$ cat src/rtl/cam_pix_capture_if.sv
// Write port of the camera FIFO that feeds the frame-buffer burst writer.
// master = pixel producer (cam_pix_capture), slave = FIFO.
interface cam_pix_capture_if;
  // Handshake: wrreq_cam is a one-cycle write strobe qualifying cam_wr_data.
  // The producer only raises it for a pixel that completed while wrfull_cam
  // was low; a pixel completing while full is dropped and never retried.
  logic        wrreq_cam;
  logic [15:0] cam_wr_data;
  logic        wrfull_cam;

  modport master (
    output wrreq_cam,
    output cam_wr_data,
    input  wrfull_cam
  );

  modport slave (
    input  wrreq_cam,
    input  cam_wr_data,
    output wrfull_cam
  );
endinterface

$ cat src/rtl/cam_pix_capture.sv
// Camera parallel-bus capture: byte pairs -> RGB565 pixels into the camera FIFO,
// with frame/line framing and sticky error flags. Optional: CAM_CAP_TEST_PATTERN_EN.
module cam_pix_capture #(
  parameter int   LINE_PIX  = 640,
  parameter int   NUM_LINE  = 480,
  parameter logic VSYNC_ACT = 1'b1
) (
  input  logic        clk,
  input  logic        reset,
  input  logic        cap_en,
  input  logic        cam_vsync,
  input  logic        cam_href,
  input  logic [7:0]  cam_data,
  input  logic        err_clr,
`ifdef CAM_CAP_TEST_PATTERN_EN
  input  logic        tp_sel,
`endif
  cam_pix_capture_if.master fifo,
  output logic        frame_start,
  output logic        frame_done,
  output logic [9:0]  pix_cnt,
  output logic [8:0]  line_cnt,
  output logic [31:0] frame_num,
  output logic        ovf,
  output logic        line_err,
  output logic        busy,
  output logic [1:0]  dbg_state
);

  typedef enum logic [1:0] {
    WAIT_VS = 2'd0,
    ARM     = 2'd1,
    CAPTURE = 2'd2
  } state_t;

  localparam logic [9:0] LINE_PIX_C = 10'(LINE_PIX);
  localparam logic [8:0] NUM_LINE_C = 9'(NUM_LINE);

  state_t      state;
  logic        vs_q;
  logic        href_q;
  logic        phase;
  logic        started;
  logic [7:0]  b0;

  logic        vs_act;
  logic        vs_q_act;
  logic        href_rise;
  logic        line_room;
  logic        pix_room;
  logic        line_end;
  logic        exit_cap;
  logic        byte_ok;
  logic        eff_phase;
  logic [15:0] pix_word;

  assign vs_act    = (cam_vsync == VSYNC_ACT);
  assign vs_q_act  = (vs_q == VSYNC_ACT);
  assign href_rise = cam_href & ~href_q;
  assign line_room = (line_cnt < NUM_LINE_C);
  assign pix_room  = (pix_cnt < LINE_PIX_C);

  // A VSYNC arriving while href is still high closes the open line first.
  assign line_end  = href_q & (~cam_href | vs_act);
  assign exit_cap  = vs_act | (~line_room & ~cam_href);

  // Bytes are ignored once the frame is full or VSYNC has started.
  assign byte_ok   = cam_href & ~vs_act & line_room;
  assign eff_phase = href_rise ? 1'b0 : phase;

`ifdef CAM_CAP_TEST_PATTERN_EN
  assign pix_word = tp_sel ? {line_cnt[4:0], pix_cnt[5:0], line_cnt[4:0]}
                           : {b0, cam_data};
`else
  assign pix_word = {b0, cam_data};
`endif

  assign dbg_state = state;

  always_ff @(posedge clk or negedge reset) begin
    if (!reset) begin
      state            <= WAIT_VS;
      vs_q             <= ~VSYNC_ACT;
      href_q           <= 1'b0;
      phase            <= 1'b0;
      started          <= 1'b0;
      b0               <= 8'd0;
      fifo.wrreq_cam   <= 1'b0;
      fifo.cam_wr_data <= 16'd0;
      frame_start      <= 1'b0;
      frame_done       <= 1'b0;
      pix_cnt          <= 10'd0;
      line_cnt         <= 9'd0;
      frame_num        <= 32'd0;
      ovf              <= 1'b0;
      line_err         <= 1'b0;
      busy             <= 1'b0;
    end else begin
      vs_q           <= cam_vsync;
      href_q         <= cam_href;
      fifo.wrreq_cam <= 1'b0;
      frame_start    <= 1'b0;
      frame_done     <= 1'b0;

      // Clear first so a same-cycle error assignment below takes precedence.
      if (err_clr) begin
        ovf      <= 1'b0;
        line_err <= 1'b0;
      end

      case (state)
        WAIT_VS: begin
          if (vs_act) state <= ARM;
        end

        ARM: begin
          if (!vs_act && vs_q_act) begin
            if (cap_en) begin
              state    <= CAPTURE;
              busy     <= 1'b1;
              line_cnt <= 9'd0;
              pix_cnt  <= 10'd0;
              phase    <= 1'b0;
              started  <= 1'b0;
            end else begin
              state <= WAIT_VS;
            end
          end
        end

        CAPTURE: begin
          if (byte_ok) begin
            if (!started) begin
              frame_start <= 1'b1;
              started     <= 1'b1;
            end
            if (!eff_phase) begin
              b0    <= cam_data;
              phase <= 1'b1;
            end else begin
              phase <= 1'b0;
              // Dropped pixels still advance pix_cnt so line geometry holds.
              if (pix_room) begin
                pix_cnt <= pix_cnt + 10'd1;
                if (fifo.wrfull_cam) begin
                  ovf <= 1'b1;
                end else begin
                  fifo.wrreq_cam   <= 1'b1;
                  fifo.cam_wr_data <= pix_word;
                end
              end
            end
          end

          if (line_end && line_room) begin
            phase    <= 1'b0;
            pix_cnt  <= 10'd0;
            line_cnt <= line_cnt + 9'd1;
            if (pix_cnt != LINE_PIX_C) line_err <= 1'b1;
          end

          if (exit_cap) begin
            frame_done <= 1'b1;
            frame_num  <= frame_num + 32'd1;
            busy       <= 1'b0;
            state      <= ARM;
          end
        end

        default: state <= WAIT_VS;
      endcase
    end
  end

endmodule

$ cat src/flat_wrapper.sv
// flat-port wrapper written by rule: the top's interface ports become plain ports
module cam_pix_capture_flat 
#(
  parameter int   LINE_PIX  = 640,
  parameter int   NUM_LINE  = 480,
  parameter logic VSYNC_ACT = 1'b1
)
  (clk, reset, cap_en, cam_vsync, cam_href, cam_data, err_clr, frame_start, frame_done, pix_cnt, line_cnt, frame_num, ovf, line_err, busy, dbg_state, fifo_wrreq_cam, fifo_cam_wr_data, fifo_wrfull_cam);
  cam_pix_capture_if fifo_i ();
  input  logic clk;
  input  logic reset;
  input  logic cap_en;
  input  logic cam_vsync;
  input  logic cam_href;
  input  logic [7:0] cam_data;
  input  logic err_clr;
  output logic frame_start;
  output logic frame_done;
  output logic [9:0] pix_cnt;
  output logic [8:0] line_cnt;
  output logic [31:0] frame_num;
  output logic ovf;
  output logic line_err;
  output logic busy;
  output logic [1:0] dbg_state;
  output wire logic [$bits(fifo_i.wrreq_cam)-1:0] fifo_wrreq_cam;
  output wire logic [$bits(fifo_i.cam_wr_data)-1:0] fifo_cam_wr_data;
  input wire logic [$bits(fifo_i.wrfull_cam)-1:0] fifo_wrfull_cam;
  assign fifo_wrreq_cam = fifo_i.wrreq_cam;
  assign fifo_cam_wr_data = fifo_i.cam_wr_data;
  assign fifo_i.wrfull_cam = fifo_wrfull_cam;
  cam_pix_capture #(.LINE_PIX(LINE_PIX), .NUM_LINE(NUM_LINE), .VSYNC_ACT(VSYNC_ACT)) u_core (.clk(clk), .reset(reset), .cap_en(cap_en), .cam_vsync(cam_vsync), .cam_href(cam_href), .cam_data(cam_data), .err_clr(err_clr), .fifo(fifo_i), .frame_start(frame_start), .frame_done(frame_done), .pix_cnt(pix_cnt), .line_cnt(line_cnt), .frame_num(frame_num), .ovf(ovf), .line_err(line_err), .busy(busy), .dbg_state(dbg_state));
endmodule
$ cat config.mk
export PLATFORM = sky130hd
export DESIGN_NAME = cam_pix_capture_flat
export DESIGN_NICKNAME = d
export VERILOG_FILES = /design/src/rtl/cam_pix_capture_if.sv /design/src/rtl/cam_pix_capture.sv /design/src/flat_wrapper.sv
export SDC_FILE = /design/constraint.sdc
export NUM_CORES = 1
export LEC_CHECK = 0
export CAP_MARGIN = 20
export CORE_AREA = 2 2 77 134
export DETAILED_ROUTE_END_ITERATION = 10
export DIE_AREA = 0 0 79 136
export MAX_ROUTING_LAYER = met4
export PLACE_DENSITY = 0.79
export SLEW_MARGIN = 10
export SYNTH_ARGS = -nofsm -noshare
export SYNTH_HDL_FRONTEND = slang
export SYNTH_SLANG_ARGS = --single-unit
$ cat constraint.sdc
create_clock -name clk -period 4.4 [get_ports clk]
set_input_delay 1.32 -clock clk [delete_from_list [all_inputs] [get_ports clk]]
set_output_delay 1.32 -clock clk [all_outputs]
set_load 0.03 [all_outputs]
## Word-level counts from Yosys, hierarchy flattened

Index checks and enable logic that the tools add are counted.

| storage, ports and cells | value |
|---|---|
| logic and storage cells | 109 |
| output and inout port bits | 75 |
| bits of input ports | 15 |
| register bits | 87 |

| cells by class | value |
|---|---|
| magnitude comparators | 2 |
| reductions and logical operators | 14 |
| equality and inequality tests | 12 |
| multiplexer cells | 49 |
| $add $sub $neg | 3 |
| bitwise gates (word level) | 13 |

Operators by type and width:

| cell | number |
|---|---|
| $mux 10 | 6 |
| $add 32x1->32 const B | 1 |
| $mux 1 | 30 |
| $mux 9 | 3 |
| $pmux 10 s2 | 1 |
| $pmux 9 s2 | 1 |
| $reduce_and 4->1 | 4 |
| $add 10x1->10 const B | 1 |
| $lt 10x10->1 const B | 1 |
| $ne 10x10->1 const B | 1 |
| $add 9x1->9 const B | 1 |
| $lt 9x9->1 const B | 1 |
| $ne 3x1->1 const B | 3 |
| $mux 2 | 4 |
| $ne 2x1->1 const B | 4 |
| $not 1->1 | 6 |
| $pmux 1 s2 | 3 |
| $pmux 2 s3 | 1 |
| $reduce_and 3->1 | 2 |
| $reduce_and 6->1 | 1 |
| $and 1x1->1 | 5 |
| $reduce_and 5->1 | 1 |
| $ne 2x2->1 const B | 2 |
| $eq 2x1->1 const B | 1 |
| other kinds (7) | 9 |

## Depth between registers and ports, before layout

Gate-level depths: netlist (run 1).

| logic depth | value |
|---|---|
| depth in word-level cells | 7 |
| mapped depth | 6 |
| gate-level depth less buffers | 5 |

## Worst setup path after synthesis (run 1)

OpenSTA, ideal clock, no wires.

| timing | value |
|---|---|
| path type | input to register |
| start | input cam_href |
| end | register u_core.fifo.cam_wr_data[6] |
| data arrival time | 2526 ps |
| path slack | 1749 ps |
| data required time | 4275 ps |
| setup time | 125 ps |
| stages on the path | 5 |
| path buffers | 1 |
| cell sequence | nor2b_1 -> and3_1 -> nor3b_4 -> buf_4 -> mux2_2 |

| between the ends | value |
|---|---|
| longest elaborated chain between the ends | 3 |
| elaborated cells on any way between the ends | 5 |
| those cells by class | 1 x mux; 3 x bitwise; 1 x reduce/logical |

Ends and longest elaborated chain:

| what | RTL line | RTL |
|---|---|---|
| start, declared | flat_wrapper.sv:14 | `input logic cam_href;` |
| $and 1x1->1, on equally long branches | cam_pix_capture.sv:59, cam_pix_capture.sv:68 |  |
| $mux 1 or $and 1x1->1 (tied branches) | cam_pix_capture.sv:69, cam_pix_capture.sv:68 |  |
| $reduce_and 5->1 (no line) (*) | - |  |
| end signal, assigned | cam_pix_capture.sv:149 | `fifo.cam_wr_data <= pix_word;` |
| end, declared | cam_pix_capture_if.sv:13 | `output cam_wr_data,` |

Every way passes the cells marked *; elsewhere a longest branch is shown, timed or not.
A chain may end at the register's enable or synchronous reset.

## Final worst setup path (run 1)

| timing | value |
|---|---|
| start | input cam_vsync |
| end | register u_core.fifo.cam_wr_data[0] |

| between the ends | value |
|---|---|
| longest elaborated chain between the ends | 4 |

Ends and longest elaborated chain:

| what | RTL line | RTL |
|---|---|---|
| start, declared | flat_wrapper.sv:13 | `input logic cam_vsync;` |
| $not 1->1 | cam_pix_capture.sv:68 | `assign byte_ok = cam_href & ~vs_act & line_room;` |
| $and 1x1->1 (2 in series) | cam_pix_capture.sv:68 |  |
| $reduce_and 5->1 (no line) | - |  |

Every way passes these cells.

==> results of run 1 <==
-- through the flow --
| step | instances | hold WS, ps | util, % | instance area [sq um] | worst slack (ps) |
|---|---|---|---|---|---|
| after floorplan | 337 | 412.5 | - | 4056 | 1749 |
| after global routing | 556 | 485.6 | 55.18 | 5369 | 999.6 |
| after detailed placement | 539 | 452.6 | 51.81 | 5041 | 771.7 |
| after global placement | 539 | 431.5 | 51.81 | 5041 | 842.5 |
| final | 556 | 451.3 | 55.18 | 5369 | 1127 |
| after CTS | 555 | 463.4 | 54.98 | 5349 | 1131 |
-- registers in the layout, summed over array words and instances (netlist names) --
name / count
u_core.ovf: 1
u_core.frame_done: 1
u_core.started: 1
u_core.fifo.cam_wr_data: 16
u_core.frame_num: 32
u_core.pix_cnt: 10
u_core.line_cnt: 9
u_core.dbg_state: 2
u_core.phase: 1
u_core.href_q: 1
u_core.frame_start: 1
u_core.vs_q: 1
u_core.line_err: 1
u_core.fifo.wrreq_cam: 1
u_core.busy: 1
u_core.b0: 8
-- per-layer routing --
metal / GRT usage (%) / vias to the layer above / part of all wire [%]
li1: - / 1418 / -
met1: 20.17 / 1503 / 41
met2: 30.79 / 77 / 53
met3: 3.718 / 20 / 3.6
met4: 7.759 / 0 / 2.4
met5: - / - / 0
-- worst reg2reg max path, stage by stage (launching register included) --
cell and delay (ps):
dfrtp_1 480, o21ai_0 310, and3_1 260, nor3b_4 720, mux2_2 420
-- synth_stat cells (3+ instances only) --
master,number,area (sq um)
a21oi_1,6,30.03
a221o_1,7,70.07
and2_1,3,18.77
and3_1,9,56.30
and4_1,5,43.79
buf_2,3,15.01
clkbuf_1,6,22.52
dfrtp_1,87,2177
ha_1,4,50.05
inv_1,8,30.03
mux2_2,25,281.5
nand2_1,19,71.32
nand3_1,20,100.1
nand4_1,7,43.79
nor2_1,10,37.54
nor3_1,10,50.05
nor4_1,6,37.54
nor4_2,8,100.1
nor4b_2,3,45.04
o21ai_0,7,35.03
or2_2,3,18.77
or3_1,3,18.77
xnor2_1,5,43.79
xor2_1,26,227.7
-- worst max-delay path by stage --
stage	end	slack [ps]	cells after the start
final	u_core.fifo.cam_wr_data[0]	1130	5
after global routing	u_core.fifo.cam_wr_data[8]	1000	5
after CTS	u_core.fifo.cam_wr_data[4]	1130	5
after detailed placement	u_core.fifo.cam_wr_data[4]	770	5
after global placement	u_core.fifo.cam_wr_data[13]	840	5
after floorplan	u_core.fifo.cam_wr_data[6]	1750	5
-- power breakdown --
| group | internal, uW | switching (uW) |
|---|---|---|
| clock network | 462 | 320 |
| registers | 845 | 40.4 |
| logic | 95.5 | 119 |
| total | 1400 | 479 |
-- area by class of cell --
cell class | count | area share [%]
clock buffers | 11 | 4.521
clock inverters | 5 | 1.212
inverters | 8 | 0.5593
multi-input cells | 229 | 33.19
flip-flops and latches | 87 | 40.55
well taps | 125 | 2.913
repair buffers | 91 | 17.06
-- kinds of logic (layout without fill, tap and decap cells) --
| logic type | Yosys count | count (layout) |
|---|---|---|
| simple gates | 130 | 130 |
| flops | 87 | 87 |
| compound gates | 37 | 37 |
| xor+xnor | 31 | 31 |
| mux | 27 | 27 |
| buf+inv | 21 | 115 |
| fa+ha+maj | 4 | 4 |
==> results.md, run 1 <==
- Outcome: finished clean
- CP bufs+invs: 1
- Main combinational cell family by area after synthesis: simple AND/OR/NAND/NOR gates
- Area share of xor/xnor cells in the synthesized design: 6.693%
- Initial antenna violation count: 0
- Sequential area share after synthesis: 53.67%
- Initial DRT Pass Iterations: 4
- Final setup violation count: 0
- Area of the mapped netlist: 0.004056 sq mm
- Hold buffer count at cts: 0
- DIE HEIGHT: 136 um
- Fill cell count: 852
- Sum Neg Setup Slack: 0 ps
- Die Area: 0.01074 sq mm
- CP Max Fanout: 17
- VDD IR-drop max: 0.0002120 V
- CTS tree: built
- Rows: 48
- Syn nets: 356
- DR vias/cell: 5.428
- Reg area: between 0.002 and 0.0025 sq mm
- Simple-Gate Fraction of Synth Area: 21.84%
- Hold path depth: 1
- Overall Global Routing Usage: 17.99%
- IO Count: 90
- Startpoint Class: input pin
- Synthesized instance count: 337
- CP startpoint: cam_vsync
- R2R Setup Slk: 2110 ps
- Postcts setup bufs: 0
- First-pass GRT wire length: 14.87 mm
- Mean Syn Cell Area: 12.04 sq um
- Core area: around 0.0097 sq mm
- Worst path cell trace: clkdlybuf4s50_1 -> nor2b_1 -> and3_1 -> nor3b_4 -> mux2_2
- Post-synthesis mux area share: under 10%
- Placer Congestion: 0.8294
- Top cell family by delay on the critical path: simple AND/OR/NAND/NOR gates
- CTS resizes: 0
- Clk slew on worst S/H paths: 60 ps
- Max Cap Viol: 0
- Post-synthesis compound-gate area fraction: 6.693%
- DR vias: 3018
- Crit path DAT: ~3500 ps
- Initial Utilization: 41.69%
- EDFF count, synth: 0
- Crit path kind: input pin to flop
- Diode count: 0
- Share of layout cells above drive strength 1: around 16%
- Root Driver: clkbuf_16
- Tightest Pin Transition: 825.0 ps
- Hold Startpoint: u_core.started
- Hold Crit Class: flop to flop
- Drt wl/cell: about 16 um
- Hold Vio Cnt, Final: 0
- Slowest stage delay, CP: 720 ps
- Worst Path Required: 4620 ps
- CP max-delay cell: nor3b_4
- Yosys reg bits: 87
- DIE WIDTH: between 70 and 80 um
- Total Power: 1881 uW
- Kind of end point of the critical path: flop
- Hold worst-path end: u_core.frame_start
- CTS sink cnt: 87
- DRT Wirelength: 9.021 mm
- Ys async rst share: 100.0%
- Vias in the first global route: just over 3000
- Most common cell after layout, fill and taps aside: clkdlybuf4s50_1
- IO buf count: 89
- Ys flop type: dfrtp_1
- Reg2reg end: u_core.fifo.cam_wr_data[0]
- Max Slew Vio Count: 0
- Reg-to-Reg Start: u_core.pix_cnt[7]
- Largest net degree at the start of global routing: 88
- Final net count: 445
- Clock buffer depth: 2
- Fmax: 305.5 MHz
- TritonCTS buffer count: 9
- Clk_lat worst skew: approximately 340 ps
- Synth cell types: 60
- Footprint of the multi-input gates: 0.001782 sq mm
- Drc violations: 0
- Final setup skew: slightly above 8 ps
- Leakage Power: 0.002322 uW
- Commonest cells after routing, fill and taps aside: 88 x clkdlybuf4s50_1, 87 x dfrtp_1, 26 x xor2_1
- Area growth syn-to-layout: 32.36%
- Slew HR: 44.94%
- YS warnings: 0
- Htree depth: 3
- Starting DRC count in detailed routing: 194
- Crit path time final: 3273 ps
- Power Dens Cells: 350.4 mW/mm^2
- RSZ-0062 raised after global routing: false
- Fin crit share: 74.39%
- GRT Residual Overflow: 0
- Final ANT Viol Nets: 0
- Reg2Reg Depth: 4
- Post-Synth Adder-Cell Area: 1.234%
- Detailed Place HPWL: 6.380 mm
(Power assumes the default switching activity.)
==> run 2, diff against run 1 <==
==> constraint.sdc (replaced) <==
create_clock -name clk -period 3.1 [get_ports clk]
set_input_delay 0.93 -clock clk [delete_from_list [all_inputs] [get_ports clk]]
set_output_delay 0.93 -clock clk [all_outputs]
set_load 0.03 [all_outputs]
==> results.md, run 2 (synthesis results as in run 1) <==
- Max Cap Viol: 0
- TritonCTS buffer count: 9
- CTS resizes: 0
- Core area: 0.009729 sq mm
- Max reg flops: 32
- DIE WIDTH: 79 um
- CP bufs+invs: 1
- Diode count: 0
- Reg2reg end: u_core.frame_num[24]
- R2R Setup Slk: 940 ps
- Initial Utilization: 41.69%
- Kind of end point of the critical path: output pin
- Hold path depth: 1
- Switching Power: 664.6 uW
- Reg-to-Reg Start: u_core.frame_num[0]
- Initial antenna violation count: 0
- CP Max Fanout: 9
- Hold Vio Cnt, Final: 0
- Most common cell after layout, fill and taps aside: clkdlybuf4s50_1
- Worst path cell trace: clkdlybuf4s50_1
- Leakage Power: 0.002361 uW
- Slowest stage delay, CP: roughly 740 ps
- Die Area: ~0.011 sq mm
- Clk_lat worst skew: roughly 340 ps
- Crit path time final: 2543 ps
- Crit path DAT: 1610 ps
- Fin crit share: 82.03%
- Internal: roughly 2100 uW
- Final core occ: 55.86%
- Met1 Use GR: 20.37%
- IO Count: 90
- IO buf count: 89
- Clk slew on worst S/H paths: 70 ps
- Flop pwr share: 46.0%
- Reg2Reg Depth: 5
- Share of layout cells above drive strength 1: 16.74%
- WHS: 451.3 ps
- Largest reg by FF count: u_core.frame_num
- Final net count: 450
- Top cell family by delay on the critical path: buffers and inverters
- Fmax: 393.2 MHz
- Max Slew Vio Count: 0
- CTS sink cnt: slightly below 90
- Placer Congestion: approximately 0.80
- DR vias: 3019
- Final ANT Viol Nets: 0
- GR met3 Demand/Resource: about 3.3%
- Sum Neg Setup Slack: 0 ps
- Vias in the first global route: 3175
- Starting DRC count in detailed routing: roughly 150
- DR vias/cell: 5.381
- First-pass GRT wire length: around 15 mm
- Postcts setup bufs: 0
- Largest net degree at the start of global routing: 51
- Slew HR: 56.63%
- Grt met2 use: 32.82%
- Switching part of the total: 24.32%
- Hold buffer count at cts: 0
- Most Crowded Layer GR: met2
- Top Registers: u_core.frame_num: 32 flops, u_core.fifo.cam_wr_data: 16 flops, u_core.pix_cnt: 10 flops
- GRT Residual Overflow: 0
- RSZ-0062 raised after global routing: false
- Startpoint Class: flop
- Initial DRT Pass Iterations: 4
- Root Driver: clkbuf_16
- Combinational share of power: a little under an eighth
- Detailed Place HPWL: 6.632 mm
- Clk pwr share: 42.6%
- Hold Crit Class: flop to flop
- Crit path kind: flop to output pin
- CTS tree: built
- CP max-delay cell: clkdlybuf4s50_1
- Drc violations: 0
- Hold Startpoint: u_core.started
- Htree depth: 3
- VDD IR-drop max: between 0.0003 and 0.0004 V
- Hold worst-path end: u_core.frame_start
- Area growth syn-to-layout: 33.99%
- Rows: 48
- Commonest cells after routing, fill and taps aside: 88 x clkdlybuf4s50_1, 87 x dfrtp_1, 26 x xor2_1
- Power Dens Cells: 502.7 mW/mm^2
- Final setup violation count: 0
- Worst Path Required: ~2200 ps
- Overall Global Routing Usage: roughly a fifth
- Clock buffer depth: 2
- Final setup skew: 8.152 ps
- Outcome: finished clean
- DIE HEIGHT: 136 um
- DRT Wirelength: 9.164 mm
- Tightest Pin Transition: 650.6 ps
- Drt wl/cell: 16.34 um
run 2: cell count changes in the layout (fill, tap and decap cells not counted), sizes merged:
cell	change
buf	+5
bufinv	+1
clkinv	+2
clkinvlp	-1
inv	-2
run 2: power by group through the flow:
stage / logic, uW / registers (uW) / clock network (uW)
finish: 311 / 1260 / 1160
global route: 333 / 1270 / 1220
CTS: 317 / 1260 / 1180
detailed placement: 316 / 1280 / 0
global placement: 306 / 1270 / 0
floorplan: 86.0 / 1340 / 0
run 2: worst max path at each step:
stage / startpoint / endpoint / slack (ps) / cells past startpoint
2_1_floorplan: cam_href / u_core.fifo.cam_wr_data[6] / 840 / 5
3_3_place_gp: cam_href / u_core.fifo.cam_wr_data[7] / 310 / 6
3_5_place_dp: cam_href / u_core.fifo.cam_wr_data[13] / 260 / 6
4_1_cts: u_core.frame_num[12] / frame_num[12] / 540 / 1
5_1_grt: u_core.frame_num[12] / frame_num[12] / 520 / 1
6_report: u_core.frame_num[12] / frame_num[12] / 560 / 1
run 2: cell type report:
cell class              count  area [sq um]
clock buffers              11         242.7
clock inverters             5         81.33
fillers                   822          4294
inverters                   8         30.03
multi-input cells         229          1782
flip-flops and latches     87          2177
well taps                 125         156.4
repair buffers             96         965.9
run 2: metal layers:
| metal | wire (um) | part of all wire (%) |
|---|---|---|
| met1 | 3715 | 41 |
| met3 | 307 | 3.4 |
| met5 | 0 | 0 |
| met2 | 4932 | 54 |
| met4 | 208 | 2.3 |
run 2: through the flow:
| stage | cell area [sq um] | instances | total power (uW) | setup slack (ps) |
|---|---|---|---|---|
| after floorplan | 4056 | 337 | 1430 | 839.3 |
| after detailed placement | 5111 | 545 | 1594 | 260.8 |
| final | 5435 | 561 | 2732 | 557.0 |
| after global routing | 5435 | 561 | 2825 | 517.7 |
| after global placement | 5111 | 545 | 1581 | 307.2 |
| after CTS | 5435 | 561 | 2757 | 538.9 |
==> run 3, diff against run 2 <==
==> constraint.sdc (replaced) <==
create_clock -name clk -period 2.4 [get_ports clk]
set_input_delay 0.72 -clock clk [delete_from_list [all_inputs] [get_ports clk]]
set_output_delay 0.72 -clock clk [all_outputs]
set_load 0.03 [all_outputs]
==> results.md, run 3 (synthesis results as in run 1) <==
- Outcome: finished clean
- Leakage Power: 0.002397 uW
- CTS sink cnt: 87
- Drc violations: 0
- Switching Power: 890.2 uW
- Initial antenna violation count: 0
- Root Driver: clkbuf_16
- Clk pwr share: around 40%
- Final setup violation count: 0
- Fin crit share: 94.65%
- DR vias/cell: ~5.4
- CTS tree: built
- Reg2reg end: u_core.frame_num[28]
- Final worst setup slack: 128.3 ps
- Max Cap Viol: 0
- Worst Path Required: around 1700 ps
- Power Dens Cells: 616.0 mW/mm^2
- DP Worst Slack: -94.86 ps
- Initial DRT Pass Iterations: 5
- Top Registers: u_core.frame_num: 32 flops, u_core.fifo.cam_wr_data: 16 flops, u_core.pix_cnt: 10 flops
- Combinational share of power: 12.1%
- WHS: 338.6 ps
- Tightest Pin Transition: 570.3 ps
- CP max-delay cell: clkdlybuf4s50_1
- Die Area: 0.01074 sq mm
- DIE WIDTH: between 70 and 80 um
- Fmax: 440.2 MHz
- Drt wl/cell: 16.00 um
- RSZ-0062 raised after global routing: false
- Detailed Place HPWL: 6.747 mm
- Vias in the first global route: 3175
- Crit path time final: 2272 ps
- Share of layout cells above drive strength 1: 18.47%
- Diode count: 0
- Internal: 2475 uW
- Hold Crit Class: input pin to asynchronous set/reset pin
- Footprint of the multi-input gates: 0.001782 sq mm
- Crit path kind: flop to output pin
- Startpoint Class: flop
- CTS resizes: 0
- Largest net degree at the start of global routing: 40
- Flop pwr share: 48.3%
- R2R Setup Slk: 290 ps
- First-pass GRT wire length: approximately 16 mm
- Hold Vio Cnt, Final: 0
- Reg2Reg Depth: 5
- Area growth syn-to-layout: 34.67%
- Commonest cells after routing, fill and taps aside: 87 x clkdlybuf4s50_1, 87 x dfrtp_1, 26 x xor2_1
- Kind of end point of the critical path: output pin
- CP Max Fanout: 8
- Max Slew Vio Count: 0
- IO buf count: 89
- Htree depth: 3
- Worst path cell trace: clkdlybuf4s50_1
- Crit path DAT: 1550 ps
- Postcts setup bufs: 0
- IO Count: 90
- DRT Wirelength: between 9 and 10 mm
- Slowest stage delay, CP: 730 ps
- Final setup skew: approximately 9.7 ps
- Sum Neg Setup Slack: 0 ps
- Final ANT Viol Nets: 0
- Clk_lat worst skew: 340 ps
- Fill cell count: 861
- Reg area: 0.002177 sq mm
- TritonCTS buffer count: 9
- DIE HEIGHT: between 100 and 150 um
- Final net count: 458
- Reg-to-Reg Start: u_core.frame_num[0]
- Core area: 0.009729 sq mm
- Overall Global Routing Usage: 19.05%
- GRT Residual Overflow: 0
- Hold buffer count at cts: 0
- Clock buffer depth: 2
- CP bufs+invs: 1
- DR vias: 3070
- Clk slew on worst S/H paths: approximately 70 ps
- Slew HR: 61.80%
- Top cell family by delay on the critical path: buffers and inverters
- Starting DRC count in detailed routing: between 150 and 200
- Max reg flops: 32
- Initial Utilization: 41.69%
- Switching part of the total: 26.45%
- Placer Congestion: around 0.84
- VDD IR-drop max: 0.0003552 V
- Rows: 48
- Largest reg by FF count: u_core.frame_num
## run 3: cell types whose count changed in the layout (fill, tap and decap cells not counted)
| cell | previous run | this run |
|---|---|---|
| clkinv_2 | 1 | 0 |
| bufinv_16 | 2 | 0 |
| dlymetal6s2s_1 | 0 | 1 |
| clkdlybuf4s50_1 | 88 | 87 |
| inv_6 | 0 | 3 |
| clkbuf_1 | 1 | 0 |
| clkinvlp_4 | 1 | 2 |
| buf_4 | 6 | 14 |
## run 3: layout make-up
type / instances / share of cell area, %
Timing Repair Buffer: 104 / 18.83
Clock inverter: 6 / 0.9162
Tap cell: 125 / 2.863
Multi-Input combinational cell: 229 / 32.62
Inverter: 8 / 0.5497
Clock buffer: 10 / 4.375
Sequential cell: 87 / 39.85
## run 3: worst max-delay path by stage
stage                               startpoint                          to  slack (ps)  depth (start not counted)
after detailed placement              cam_href  u_core.fifo.cam_wr_data[0]         -90                          6
after global routing         u_core.pix_cnt[4]                  pix_cnt[4]          90                          1
after floorplan                       cam_href  u_core.fifo.cam_wr_data[6]         350                          5
after CTS                 u_core.frame_num[12]               frame_num[12]          50                          1
after global placement                cam_href  u_core.fifo.cam_wr_data[0]         -50                          6
final                      u_core.dbg_state[1]                dbg_state[1]         130                          1
## run 3: power by group through the flow
stage | combinational [uW] | clock, uW | sequential (uW)
after CTS | 413 | 1370 | 1620
after floorplan | 111 | 0 | 1740
after global placement | 399 | 0 | 1650
final | 406 | 1330 | 1620
after detailed placement | 411 | 0 | 1650
after global routing | 444 | 1440 | 1640
## run 3: stage by stage
step | instance area, sq um | std cells | total power, uW | util, %
finish | 5463 | 569 | 3365 | 56.15
global route | 5463 | 569 | 3518 | 56.15
CTS | 5460 | 569 | 3405 | 56.12
detailed placement | 5171 | 553 | 2063 | 53.15
global placement | 5171 | 553 | 2045 | 53.15
floorplan | 4056 | 337 | 1846 | -
## run 3: metal layers
layer	track usage [%]	part of all wire, %	vias up	wire (um)
met3	3.918	3.9	23	357
li1	-	-	1440	-
met2	31.92	53	88	4813
met4	9.195	3.4	0	310
met5	-	0	-	0
met1	21.55	40	1519	3623
